## config.mk

```make
export PLATFORM = sky130hd
export DESIGN_NAME = dot_product_engine
export DESIGN_NICKNAME = d
export VERILOG_FILES = /design/src/rtl/dot_product_engine.sv
export SDC_FILE = /design/constraint.sdc
export NUM_CORES = 1
export LEC_CHECK = 0
export ABC_AREA = 1
export BUFFER_PORTS_ARGS = -buffer_cell sky130_fd_sc_hd__buf_4
export CORE_MARGIN = 2
export CORE_UTILIZATION = 53
export CTS_CLUSTER_DIAMETER = 40
export CTS_CLUSTER_SIZE = 8
export DETAILED_ROUTE_END_ITERATION = 12
export HOLD_SLACK_MARGIN = 0.15
export PLACE_DENSITY = 0.71
export SKIP_CTS_REPAIR_TIMING = 1
export SLEW_MARGIN = 25
export SYNTH_ARGS = -nofsm -noshare
export SYNTH_HDL_FRONTEND = slang
export SYNTH_SLANG_ARGS = --single-unit
```

## constraint.sdc

```tcl
create_clock -name clk -period 2.9 [get_ports clk]
set_clock_uncertainty 0.1 [all_clocks]
set_input_delay 0.58 -clock clk [delete_from_list [all_inputs] [get_ports clk]]
set_output_delay 0.58 -clock clk [all_outputs]
set_load 0.05 [all_outputs]
```

## src/rtl/dot_product_engine.sv

```systemverilog
// Multi-lane signed dot-product engine.
// Registered lane-sum feeding a saturating accumulator.
module dot_product_engine #(
  parameter int DATA_WIDTH = 8,
  parameter int ACC_WIDTH  = 32,
  parameter int LANES      = 4,
  parameter int LEN_WIDTH  = 16
) (
  input  logic                          clk,
  input  logic                          rst_n,
  input  logic                          start,
  input  logic [LEN_WIDTH-1:0]          vec_len,
  input  logic                          in_valid,
  output logic                          in_ready,
  input  logic [LANES*DATA_WIDTH-1:0]   a_vec,
  input  logic [LANES*DATA_WIDTH-1:0]   b_vec,
  output logic                          out_valid,
  input  logic                          out_ready,
  output logic signed [ACC_WIDTH-1:0]   result,
  output logic                          sat,
  output logic                          busy
);

  localparam int PRODW = 2 * DATA_WIDTH;
  localparam int PW    = PRODW + $clog2(LANES);
  localparam int SW    = ACC_WIDTH + 1;

  typedef enum logic [1:0] {
    IDLE,
    RUN,
    FLUSH,
    DONE
  } state_t;

  state_t                     state;
  logic [LEN_WIDTH-1:0]       cnt;
  logic signed [PW-1:0]       psum_r;
  logic                       psum_vld;
  logic signed [ACC_WIDTH-1:0] acc;

  logic signed [DATA_WIDTH-1:0] a_l [LANES];
  logic signed [DATA_WIDTH-1:0] b_l [LANES];
  logic signed [PRODW-1:0]      prod [LANES];
  logic signed [PW-1:0]         psum_c;
  logic signed [SW-1:0]         sum;
  logic signed [ACC_WIDTH-1:0]  sat_val;
  logic                         ovf;
  logic                         beat;

  assign beat = in_valid & in_ready;

  // Lane products summed at full precision, no truncation.
  always_comb begin
    psum_c = '0;
    for (int i = 0; i < LANES; i++) begin
      a_l[i]  = a_vec[i*DATA_WIDTH +: DATA_WIDTH];
      b_l[i]  = b_vec[i*DATA_WIDTH +: DATA_WIDTH];
      prod[i] = PRODW'(a_l[i]) * PRODW'(b_l[i]);
      psum_c  = psum_c + PW'(prod[i]);
    end
  end

  // One extra bit catches overflow; clamp toward the overflowing side.
  always_comb begin
    sum     = SW'(acc) + SW'(psum_r);
    ovf     = sum[SW-1] != sum[SW-2];
    sat_val = sum[ACC_WIDTH-1:0];
    if (ovf) begin
      if (sum[SW-1]) begin
        sat_val = {1'b1, {(ACC_WIDTH-1){1'b0}}};
      end else begin
        sat_val = {1'b0, {(ACC_WIDTH-1){1'b1}}};
      end
    end
  end

  // Control FSM, psum pipeline and accumulator.
  always_ff @(posedge clk or negedge rst_n) begin
    if (!rst_n) begin
      state     <= IDLE;
      cnt       <= '0;
      psum_r    <= '0;
      psum_vld  <= 1'b0;
      acc       <= '0;
      in_ready  <= 1'b0;
      out_valid <= 1'b0;
      result    <= '0;
      sat       <= 1'b0;
      busy      <= 1'b0;
    end else begin
      psum_vld <= beat;
      if (beat) begin
        psum_r <= psum_c;
      end
      if (psum_vld) begin
        acc <= sat_val;
        if (ovf) begin
          sat <= 1'b1;
        end
      end
      unique case (state)
        IDLE: begin
          if (start) begin
            acc    <= '0;
            sat    <= 1'b0;
            result <= '0;
            busy   <= 1'b1;
            if (vec_len != '0) begin
              cnt      <= vec_len;
              in_ready <= 1'b1;
              state    <= RUN;
            end else begin
              out_valid <= 1'b1;
              state     <= DONE;
            end
          end
        end
        RUN: begin
          if (beat) begin
            cnt <= cnt - LEN_WIDTH'(1);
            if (cnt == LEN_WIDTH'(1)) begin
              in_ready <= 1'b0;
              state    <= FLUSH;
            end
          end
        end
        FLUSH: begin
          result    <= psum_vld ? sat_val : acc;
          out_valid <= 1'b1;
          state     <= DONE;
        end
        DONE: begin
          if (out_ready) begin
            out_valid <= 1'b0;
            busy      <= 1'b0;
            state     <= IDLE;
          end
        end
        default: state <= IDLE;
      endcase
    end
  end

endmodule
```

Word level (Yosys, flattened, before mapping)
Index checks and enable logic that the tools add are counted.
{"block": "totals", "reg_bits": 105, "out_inout_bits": 36}
{"block": "classes", "addsub": 5, "mul": 4, "n_eq_ne": 11, "muxes": 32, "n_bitwise": 1, "reduce_logical": 12}
{"op": "$mux 32", "count": 6}
{"op": "$mul 8x8->16", "count": 4}
{"op": "$pmux 32 s2", "count": 1}
{"op": "$mux 16", "count": 3}
{"op": "$add 32x18->33", "count": 1}
{"op": "$pmux 16 s2", "count": 1}
{"op": "$add 17x16->18", "count": 1}
{"op": "$add 18x16->18", "count": 1}
{"op": "$add 16x16->17", "count": 1}
{"op": "$eq 16x1->1 const B", "count": 1}
{"op": "$reduce_bool 16->1", "count": 1}
{"op": "$sub 16x1->16 const B", "count": 1}
{"op": "$mux 1", "count": 12}
{"op": "$ne 2x2->1 const B", "count": 6}
{"op": "$reduce_and 4->1", "count": 3}
{"op": "$mux 2", "count": 5}
{"op": "$pmux 2 s4", "count": 1}
{"op": "$reduce_bool 2->1", "count": 3}
{"op": "$reduce_and 5->1", "count": 1}
{"op": "$eq 2x2->1 const B", "count": 2}
{"op": "$pmux 1 s2", "count": 2}
{"op": "$pmux 1 s3", "count": 1}
{"op": "$reduce_and 3->1", "count": 1}
{"op": "$reduce_bool 3->1", "count": 1}
{"op": "5 further kinds", "count": 5}

Depth between registers and ports, before layout
{"block": "logic_depth", "ltp_word": 6, "mapped_depth": 30}

Least setup slack after synthesis
OpenSTA, ideal clock, no wires.
{"block": "synth_timing", "path_kind": "input to register", "startpoint": "input a_vec[23]", "endpoint": "register psum_r[16]", "setup_ps": 117, "arrival_ps": 6466, "slack_ps": -3783, "stages": 25, "n_path_buf": 1, "cell_sequence": "clkbuf_1 -> nand2_1 -> fa_1 -> inv_1 -> fa_1 -> inv_1 -> fa_1 -> inv_1 -> fa_1 -> inv_1 -> fa_1 -> inv_1 -> fa_1 -> fa_1 -> inv_1 -> fa_1 -> inv_1 -> ha_1 -> a21oi_1 -> o21ai_0 -> a21oi_1 -> o21ai_0 -> or2_2 -> nand3_1 -> nand2_1"}
{"block": "synth_via", "elab_chain_cells": 3}
{"item": "start: declaration", "line_no": "15", "rtl": "input logic [LANES*DATA_WIDTH-1:0] a_vec,"}
{"item": "$mul 8x8->16", "line_no": "58", "rtl": "prod[i] = PRODW'(a_l[i]) * PRODW'(b_l[i]);"}
{"item": "$add 17x16->18", "line_no": "59", "rtl": "psum_c = psum_c + PW'(prod[i]);"}
{"item": "$add 18x16->18", "line_no": "59"}
{"item": "end signal: assignment", "line_no": "93", "rtl": "psum_r <= psum_c;"}
{"item": "end: declaration", "line_no": "37", "rtl": "logic signed [PW-1:0] psum_r;"}
Every way passes these cells.
A chain may end at the register's enable or synchronous reset.

Final worst setup path
{"block": "layout_timing", "startpoint": "input b_vec[31]", "endpoint": "register psum_r[10]"}
{"block": "layout_via", "elab_chain_cells": 2}
{"item": "start: declaration", "line_no": "16", "rtl": "input logic [LANES*DATA_WIDTH-1:0] b_vec,"}
{"item": "$mul 8x8->16", "line_no": "58"}
{"item": "$add 18x16->18", "line_no": "59"}
Every way passes these cells.

==> flow_summary.toml <==
[run_status]
status = "complete, but fails checks"
failed_checks = "negative setup slack"

[sta]
whs_ns = 0.379
hold_viol_final = 0
min_period_ns = 6.40
fin_ws_ns = -3.50
slew-limit-headroom = 0.616
drv_slew = 0
fin_crit_sh = 2.21
max_freq_mhz = 156
setup-violations-final = 16
rsz0062_at_grt = "true"
worstMarginPinSlew_ns = 0.576
setup_tns_ns = -47.77

[logic_synthesis]
synth-async-reset-ratio = 1.00
yosys_register_bits = 105
synthCells = 2400
synth_edf_count = 0
synth_fp_nets = 2939
netlist_area_sq_um = 18600
synth_cell_types = 46
seq_area_frac_synth = 0.141
ys_warn_count = 0
syn_area_per_cell_sq_um = 7.75
synth_ff_type = "dfrtp_1"

[die]
ios = 121
start_util = 0.538
dieWidth_microns = 191
die_h_microns = 191
die_area_sq_um = 36600
core.rowCount = 68
core_sq_um = 34500

[setup_path]
path_cells = "buf_8 -> clkinvlp_4 -> buf_6 -> or2_4 -> fa_1 -> fa_1 -> fa_1 -> inv_1 -> fa_1 -> fa_1 -> fa_1 -> fa_1 -> inv_1 -> fa_1 -> inv_2 -> ha_4 -> inv_2 -> nor3_4 -> buf_4 -> a21oi_4 -> o21ai_2 -> xor2_1 -> o21ai_0"
critical-path-slowest-cell = "fa_1"
critPathCaptureType = "flop"
cp_data_required_time_ns = 3.02
path_class = "input pin to flop"
crit_arrival_ns = 6.51
crit_top_cell = "fa_1"
rrSetupSlack_ns = 0.10
crit_path_start_kind = "input pin"
critPathMaxFanout = 8
max_stage_delay_ns = 0.59

[cells_and_area]
mostFrequentLayoutCells = "642 x nand2_1, 570 x inv_1, 312 x fa_1, 245 x buf_4, 104 x dfrtp_1"
antenna_cells = 0
syn_to_final_growth_pct = 21.2
final_common_cell = "nand2_1"
fin_nets = 3168
drive_gt1_frac = 0.216

[clock_network]
insertion_delay_ns = 0.36
clkTransAtPathRegs_ns = 0.07
cts_made_buffers = 9
cts_tree = "done"
cts_max_level = 3
numClockSinks = 105
clockBufferDepth = 2
clockRootBuffer = "clkbuf_16"

[global_route]
grt_usage = 0.267
overflow = 0
grt_pass1_vias = 16035
grt_max_degree = 36
grt_pass1_wl_mm = 76.7
grt_antenna_before_repair = 0

[drt]
postRouteAntennaNets = 0
drc_errors = 0
drt-total-wl_mm = 48.3
drtIter0Drc = 927
vias = 15459
dr.pass1.iters = 5
viasPerCell = 5.00
wl_per_cell_microns = 15.6

[placement]
gp_congestion = 0.916
dp_slack_ns = -3.82
dp_hpwl_mm = 40.5
io_buffers = 120

[job]
drv_cap = 0

[worst_hold_path]
min_path_type = "flop to flop"
==> per-layer routing <==
metal | GRT usage | vias to the layer above | share of wire
li1 | - | 7410 | -
met1 | 0.325 | 7519 | 0.39
met2 | 0.485 | 406 | 0.52
met3 | 0.0274 | 124 | 0.044
met4 | 0.102 | 0 | 0.044
met5 | 0 | - | 0
==> kinds of logic after synthesis <==
| family | Yosys count | share of synthesized area |
|---|---|---|
| xor+xnor | 47 | 0.0221 |
| compound gates | 165 | 0.0501 |
| fa+ha+maj | 454 | 0.434 |
| simple gates | 918 | 0.203 |
| buf+inv | 711 | 0.149 |
| flops | 105 | 0.141 |
==> layout make-up <==
class	count	area, sq um
Fill cell	2911	12000
Clock inverter	6	48.8
Sequential cell	105	2630
Multi-Input combinational cell	1584	14000
Inverter	623	2350
Timing Repair Buffer	306	2650
Tap cell	455	569
Clock buffer	10	239
==> per-stage QoR <==
stage          utilization  std cells  cell area, sq um
3_5_place_dp         0.613       3052             21200
6_report             0.652       3089             22500
5_1_grt              0.652       3089             22500
3_3_place_gp         0.613       3052             21200
4_1_cts              0.621       3068             21500
2_1_floorplan            -       2400             19000
==> flip-flops by register name, summed over array words and instances, names as in the netlist <==
| name | count |
|---|---|
| acc | 32 |
| psum_vld | 1 |
| sat | 1 |
| cnt | 16 |
| out_valid | 1 |
| result | 32 |
| state | 2 |
| psum_r | 18 |
| in_ready | 1 |
| busy | 1 |
==> path summary, 6_finish.rpt <==
path                                                to              startpoint  cells after the start
worst max register to register  result[14]$_DFFE_PN0P_  psum_r[17]$_DFFE_PN0P_                     18
max in group asynchronous       psum_r[17]$_DFFE_PN0P_                   rst_n                      3
worst min register to register  result[11]$_DFFE_PN0P_  result[11]$_DFFE_PN0P_                      2
worst min-delay path            result[11]$_DFFE_PN0P_  result[11]$_DFFE_PN0P_                      2
worst max-delay path            psum_r[10]$_DFFE_PN0P_               b_vec[31]                     23
min in group asynchronous        result[8]$_DFFE_PN0P_                   rst_n                      2
==> cells in the mapped netlist, types with 8 or more instances <==
cell,number,area share
a21oi_1,74,0.020
clkbuf_1,75,0.015
dfrtp_1,105,0.14
fa_1,319,0.34
ha_1,135,0.091
inv_1,616,0.12
nand2_1,674,0.14
nand2_2,31,0.010
nand3_1,42,0.011
nand4_1,10,0.0034
nor2_1,104,0.021
nor2_2,8,0.0027
nor3_1,8,0.0022
o21ai_0,55,0.015
or2_2,19,0.0064
xnor2_1,22,0.010
xor2_1,25,0.012
==> worst max-delay path: cells and delay by family <==
family,cells,cell delay [ns]
compound gates,3,0.36
xor+xnor,1,0.23
fa+ha+maj,9,4.25
buf+inv,8,0.73
simple gates,2,0.35
Power is not shown: default switching activity piles up to over one toggle a cycle in this logic, so the estimate is an artifact.
